[config.mk]
export PLATFORM = sky130hd
export DESIGN_NAME = memory_cc
export DESIGN_NICKNAME = d
export VERILOG_FILES = /design/src/rtl/memory_cc_pkg.sv /design/src/rtl/memory_cc_data_mem.sv /design/src/rtl/memory_cc.sv
export SDC_FILE = /design/constraint.sdc
export NUM_CORES = 2
export LEC_CHECK = 0
export ABC_AREA = 1
export CORE_ASPECT_RATIO = 0.5
export CORE_MARGIN = 2
export CORE_UTILIZATION = 50
export CTS_BUF_LIST = sky130_fd_sc_hd__clkbuf_2 sky130_fd_sc_hd__clkbuf_4 sky130_fd_sc_hd__clkbuf_8
export DETAILED_ROUTE_END_ITERATION = 12
export PLACE_DENSITY = 0.69
export RECOVER_POWER = 50
export SETUP_SLACK_MARGIN = 0.05
export SLEW_MARGIN = 20
export SYNTH_ARGS = -nofsm -noshare
export SYNTH_HDL_FRONTEND = slang
export SYNTH_HIERARCHICAL = 1
export SYNTH_SLANG_ARGS = --single-unit
[constraint.sdc]
create_clock -name clk -period 5.4 [get_ports clk]
set_input_delay 1.35 -clock clk [delete_from_list [all_inputs] [get_ports clk]]
set_output_delay 1.35 -clock clk [all_outputs]
set_load 0.02 [all_outputs]
[src/rtl/memory_cc_pkg.sv]
// Shared widths and ResultSrc encoding for the pipeline stages.
package memory_cc_pkg;

    localparam int unsigned XLEN  = 32;
    localparam int unsigned REG_W = 5;

    typedef enum logic {
        RES_ALU = 1'b0,
        RES_MEM = 1'b1
    } result_src_e;

endpackage

[src/rtl/memory_cc_data_mem.sv]
// Word-addressed data memory: synchronous write, asynchronous read.
module data_mem
    import memory_cc_pkg::*;
#(
    parameter int unsigned DEPTH  = 64,
    parameter int unsigned ADDR_W = 6
) (
    input  logic              clk,
    input  logic              we,
    input  logic [ADDR_W-1:0] addr,
    input  logic [XLEN-1:0]   wdata,
    output logic [XLEN-1:0]   rdata
);

    // Contents start at zero and are never touched by reset.
    logic [XLEN-1:0] mem [DEPTH] = '{default: '0};

    always_ff @(posedge clk) begin
        if (we) begin
            mem[addr] <= wdata;
        end
    end

    assign rdata = mem[addr];

endmodule

[src/rtl/memory_cc.sv]
// Memory stage: data-memory access, MEM/WB register and writeback mux.
// Define MEM_PERF_CNT_EN to build the load/store retirement counters.
module memory_cc
    import memory_cc_pkg::*;
#(
    parameter int unsigned DEPTH  = 64,
    parameter int unsigned ADDR_W = 6
) (
    input  logic             clk,
    input  logic             rst,
    input  logic             RegWriteM,
    input  logic             ResultSrcM,
    input  logic             MemWriteM,
    input  logic [REG_W-1:0] RDM,
    input  logic [XLEN-1:0]  WriteDataM,
    input  logic [XLEN-1:0]  ALUResultM,
    output logic             RegWriteW,
    output logic [REG_W-1:0] RDW,
    output logic [XLEN-1:0]  ResultW,
    output logic [XLEN-1:0]  LoadCnt,
    output logic [XLEN-1:0]  StoreCnt
);

    logic [XLEN-1:0] read_data;
    result_src_e     ResultSrcW;
    logic [XLEN-1:0] ALUResultW;
    logic [XLEN-1:0] ReadDataW;

    data_mem #(
        .DEPTH (DEPTH),
        .ADDR_W(ADDR_W)
    ) u_data_mem (
        .clk  (clk),
        .we   (MemWriteM),
        .addr (ALUResultM[ADDR_W+1:2]),
        .wdata(WriteDataM),
        .rdata(read_data)
    );

    // read_data is sampled before the same-edge write lands, so a
    // concurrent load+store to one address returns the old word.
    always_ff @(posedge clk) begin
        if (rst) begin
            RegWriteW  <= 1'b0;
            ResultSrcW <= RES_ALU;
            RDW        <= '0;
            ALUResultW <= '0;
            ReadDataW  <= '0;
        end else begin
            RegWriteW  <= RegWriteM;
            ResultSrcW <= result_src_e'(ResultSrcM);
            RDW        <= RDM;
            ALUResultW <= ALUResultM;
            ReadDataW  <= read_data;
        end
    end

    always_comb begin
        ResultW = (ResultSrcW == RES_MEM) ? ReadDataW : ALUResultW;
    end

`ifdef MEM_PERF_CNT_EN
    always_ff @(posedge clk) begin
        if (rst) begin
            LoadCnt  <= '0;
            StoreCnt <= '0;
        end else begin
            if (ResultSrcM) LoadCnt  <= LoadCnt + 32'd1;
            if (MemWriteM)  StoreCnt <= StoreCnt + 32'd1;
        end
    end
`else
    assign LoadCnt  = '0;
    assign StoreCnt = '0;
`endif

endmodule

Yosys cells after proc, flatten, opt, wreduce, memory -nomap -nowiden
Memories as Yosys holds them, arrays and structs flattened. A register that Yosys moved wholly into a read port is not among the register bits.
Index checks and enable logic that the tools add are counted.
Widths: inputs -> output; s select.
{"block": "word_totals", "reg_bits": 39, "ram_bits": 2048, "output_inout_bits": 102, "wordCells": 8, "n_memories": 1}
{"memory": "u_data_mem.mem", "depth": 64, "word_bits": 32, "read_ports": 1, "rd_clocked_by_memory_dff": 1, "wr": 1, "line": "memory_cc_data_mem.sv:16", "source": "logic [XLEN-1:0] mem [DEPTH] = '{default: '0};"}
{"block": "classes", "n_mux": 3}
{"op": "$mux 32", "n": 1}
{"op": "$mux 1", "n": 2}

Logic depth before layout (Yosys ltp)
{"block": "logic_depth", "ltp_word": 2, "ltp_mapped": 17, "ltp_nobuf": 13}

By module
The synthesis kept the hierarchy.
{"module": "data_mem", "instances": 1, "cells_per_inst": 8408, "area_each_um2": 85862.3, "seq_area_each_um2": 61499.0}
{"module": "memory_cc", "instances": 1, "cells_per_inst": 390, "area_each_um2": 3020.4, "seq_area_each_um2": 1421.4}

Worst setup path before layout
Ideal clock, no wire load.
{"block": "synth_timing", "path_kind": "input-to-reg", "startpoint": "input ALUResultM[2]", "endpoint": "memory u_data_mem.mem[41][0] (enable)", "t_arrival_ns": 5.133, "path_slack_ns": -0.235, "cell_stages": 6, "n_path_buf": 4, "path_cell_list": "buf_4 inv_2 buf_6 buf_4 buf_2 nor4_1"}
{"item": "start: declaration", "line": "memory_cc.sv:16", "source": "input logic [XLEN-1:0] ALUResultM,"}
{"item": "end: declaration", "line": "memory_cc_data_mem.sv:16"}
No word-level cell before the write port.

Worst setup path after layout
{"block": "layout_timing", "startpoint": "input WriteDataM[12]", "endpoint": "memory u_data_mem.mem[33][12] (data pin)"}
{"item": "start: declaration", "line": "memory_cc.sv:15", "source": "input logic [XLEN-1:0] WriteDataM,"}
No word-level cell before the write port.

==> impl_metrics.json <==
{
  "synth_xor_area_share_pct": 0,
  "yosys.area_share.simple_pct": 25.7,
  "clk_pin_slew_ns": 0.07,
  "crit_top_cell": "clkbuf_1",
  "synthesis.instances": 8798,
  "wl_mm": 261,
  "clock-sinks": 2119,
  "dr.pass1.iters": 5,
  "grtUsageTotal_pct": 28.5,
  "htree_levels": 5,
  "gr-total-overflow": 0,
  "yosys_register_bits": 2119,
  "avgSynthCellArea_um2": 10.1,
  "hold_buffers": 0,
  "drt_iter0_drc": 8716,
  "tightest_slew_ns": 4.67,
  "fmax_ghz": 0.205,
  "hp-class": "input pin to register",
  "required_ns": 5.53,
  "start_kind": "input pin",
  "drcViolationCount": 0,
  "die_area_um2": 181000,
  "netlist_area_um2": 88900,
  "finalSetupViolCount": 0,
  "critical_path_arrival_ns": 5.00,
  "dp_hpwl_mm": 154,
  "grt_pass1_wl_mm": 377,
  "crit_buf_inv": 2,
  "cap_viol_max_count": 52,
  "crit_path_cell_trace": "clkbuf_1 -> clkbuf_1",
  "clock_path_buffers": 4,
  "numCtsBuffers": 309,
  "slew_headroom_pct": -211,
  "cp-end-kind": "register",
  "grt_max_degree": 155,
  "synthMuxAreaShare_pct": 0,
  "via_count": 61700,
  "grt_pass1_vias": 56800,
  "num_rows": 109,
  "synth-seq-area-share_pct": 70.8,
  "design.core.area_um2": 177000,
  "die_height_um": 302,
  "synth_compound_area_share_pct": 0.0816,
  "skew_ns": 0.0781,
  "crit_family": "buffers and inverters",
  "start_util_pct": 50.3,
  "portBuffers": 111,
  "wl_per_cell_um": 22.5,
  "setup_tns_ns": 0,
  "maxSlewViolCount": 1904,
  "p_total_mw": 33.4,
  "yosys_warnings": 6,
  "rsz0062_at_grt": "false",
  "antenna_left": 0,
  "synthAdderAreaFrac_pct": 0,
  "cts_tree": "done",
  "die-width_um": 600,
  "gp_congestion": 0.987,
  "fin_nets": 9047,
  "cts-root-buf": "clkbuf_8",
  "violations": "max-capacitance violations, max-slew violations",
  "antenna_found_initial": 13,
  "drt-vias-per-instance": 5.32,
  "clk_latency_ns": 0.95,
  "design.portCount": 176,
  "cts_resized": 0,
  "yosysUniqueCellTypes": 26,
  "period_minus_slack_ns": 4.88,
  "cpMaxStageDelayCell": "clkbuf_1",
  "path_max_fanout": 48,
  "drive_gt1_share_pct": 7.87,
  "fin_crit_sh_pct": 90.3,
  "powerDensity_nw_per_um2": 339,
  "crit_type": "input pin to register",
  "cts_setup_buffers": 0,
  "cp_slowest_stage_delay_ns": 2.74,
  "status": "complete, but fails checks",
  "irDropWorstVdd_mv": 0.188,
  "synth_top_family_by_area": "simple AND/OR/NAND/NOR gates",
  "area_delta_synth_final_pct": 10.9,
  "leakage_nw": 41.4,
  "hold_viol_final": 0
}
-- routing by layer --
metal	wire length, µm	vias to the layer above	global-route usage, %
met2	115000	3321	42.4
li1	-	28500	-
met5	202	-	0.767
met3	32900	465	8.00
met4	9670	2	10.7
met1	103000	29400	40.1
-- cells by family (layout without fill, tap and decap cells) --
kind of cell,count (synthesis),after routing
AO/OA/AOI/OAI,12,12
buffers and inverters,603,947
flip-flops,2119,2119
other,1,74
AND/OR/NAND/NOR,6063,6063
-- synthesized netlist by cell type --
cell type	count	area share, %
clkbuf_8	3	0.046
nor4_1	2	0.014
nand2_2	10	0.070
o211ai_1	5	0.042
nor2_1	208	0.88
buf_1	27	0.11
inv_8	1	0.013
nor3_2	7	0.079
clkbuf_1	136	0.57
edfxtp_1	2048	69
dfxtp_1	71	1.6
buf_6	15	0.19
buf_2	244	1.4
or2_2	5	0.035
nand4_1	2	0.014
buf_4	75	0.63
inv_2	14	0.059
nand2_1	5814	25
inv_1	87	0.37
nand3_1	13	0.073
buf_12	1	0.023
conb_1	1	0.0042
or2_1	1	0.0070
o21ai_0	5	0.028
o21ai_1	2	0.011
nor3_1	1	0.0056
-- final cells by class --
type                       instances  area (µm²)
fill                           14800       78000
sequential                      2119       62900
multi-input combinational       6139       23700
clock buffer                     423        5150
tap                             2386        2990
timing repair buffer             302        2660
clock inverter                   120         743
inverter                         102         413
antenna                           10        25.0
-- sequential cells by signal, indices dropped and copies added, names as in the netlist --
signal          cells
RegWriteW           1
ReadDataW          32
ALUResultW         32
u_data_mem/mem   2048
RDW                 5
ResultSrcW          1
-- through the flow --
step	util, %	std cells	hold slack (ns)	cell area (µm²)	worst slack, ns
6_report	55.8	11600	0.820	98600	0.522
5_1_grt	55.8	11600	0.797	98600	0.595
4_1_cts	55.9	11600	0.757	98800	0.983
3_5_place_dp	52.6	11000	0.868	92900	1.08
3_3_place_gp	52.6	11000	0.856	92900	1.08
2_1_floorplan	-	8861	0.706	89100	-0.235
-- final timing paths --
check	start	endpoint	slack, ns	depth (start not counted)
setup reg to reg	u_data_mem/mem[58][13]	ReadDataW[13]	3.18	12
setup / recovery	WriteDataM[12]	u_data_mem/mem[33][12]	0.52	2
hold reg to reg	u_data_mem/mem[23][30]	ReadDataW[30]	0.86	8
hold / removal	ALUResultM[3]	ALUResultW[3]	0.82	3
-- layout by cell type (no fill, tap or decap), types with 7 or more instances in the layout --
master           netlist  final
buf_12                 1     36
buf_4                 75    116
clkbuf_1             136     70
clkbuf_4               0    108
clkbuf_8               3    315
clkdlybuf4s50_1        0     56
clkinv_1               0     71
clkinv_2               0     24
clkinvlp_4             0     10
conb_1                 1     64
dfxtp_1               71     71
diode_2                0     10
dlygate4sd3_1          0     19
edfxtp_1            2048   2048
inv_1                 87     91
inv_2                 14      7
inv_8                  1      7
nand2_1             5814   5814
nand2_2               10     10
nand3_1               13     13
nor2_1               208    148
nor2_4                 0     60
-- power breakdown --
group	internal, mW	switching, mW
Sequential	18.2	0.0519
Clock	6.48	6.18
Combinational	0.524	1.94
(Power assumes the default switching activity.)
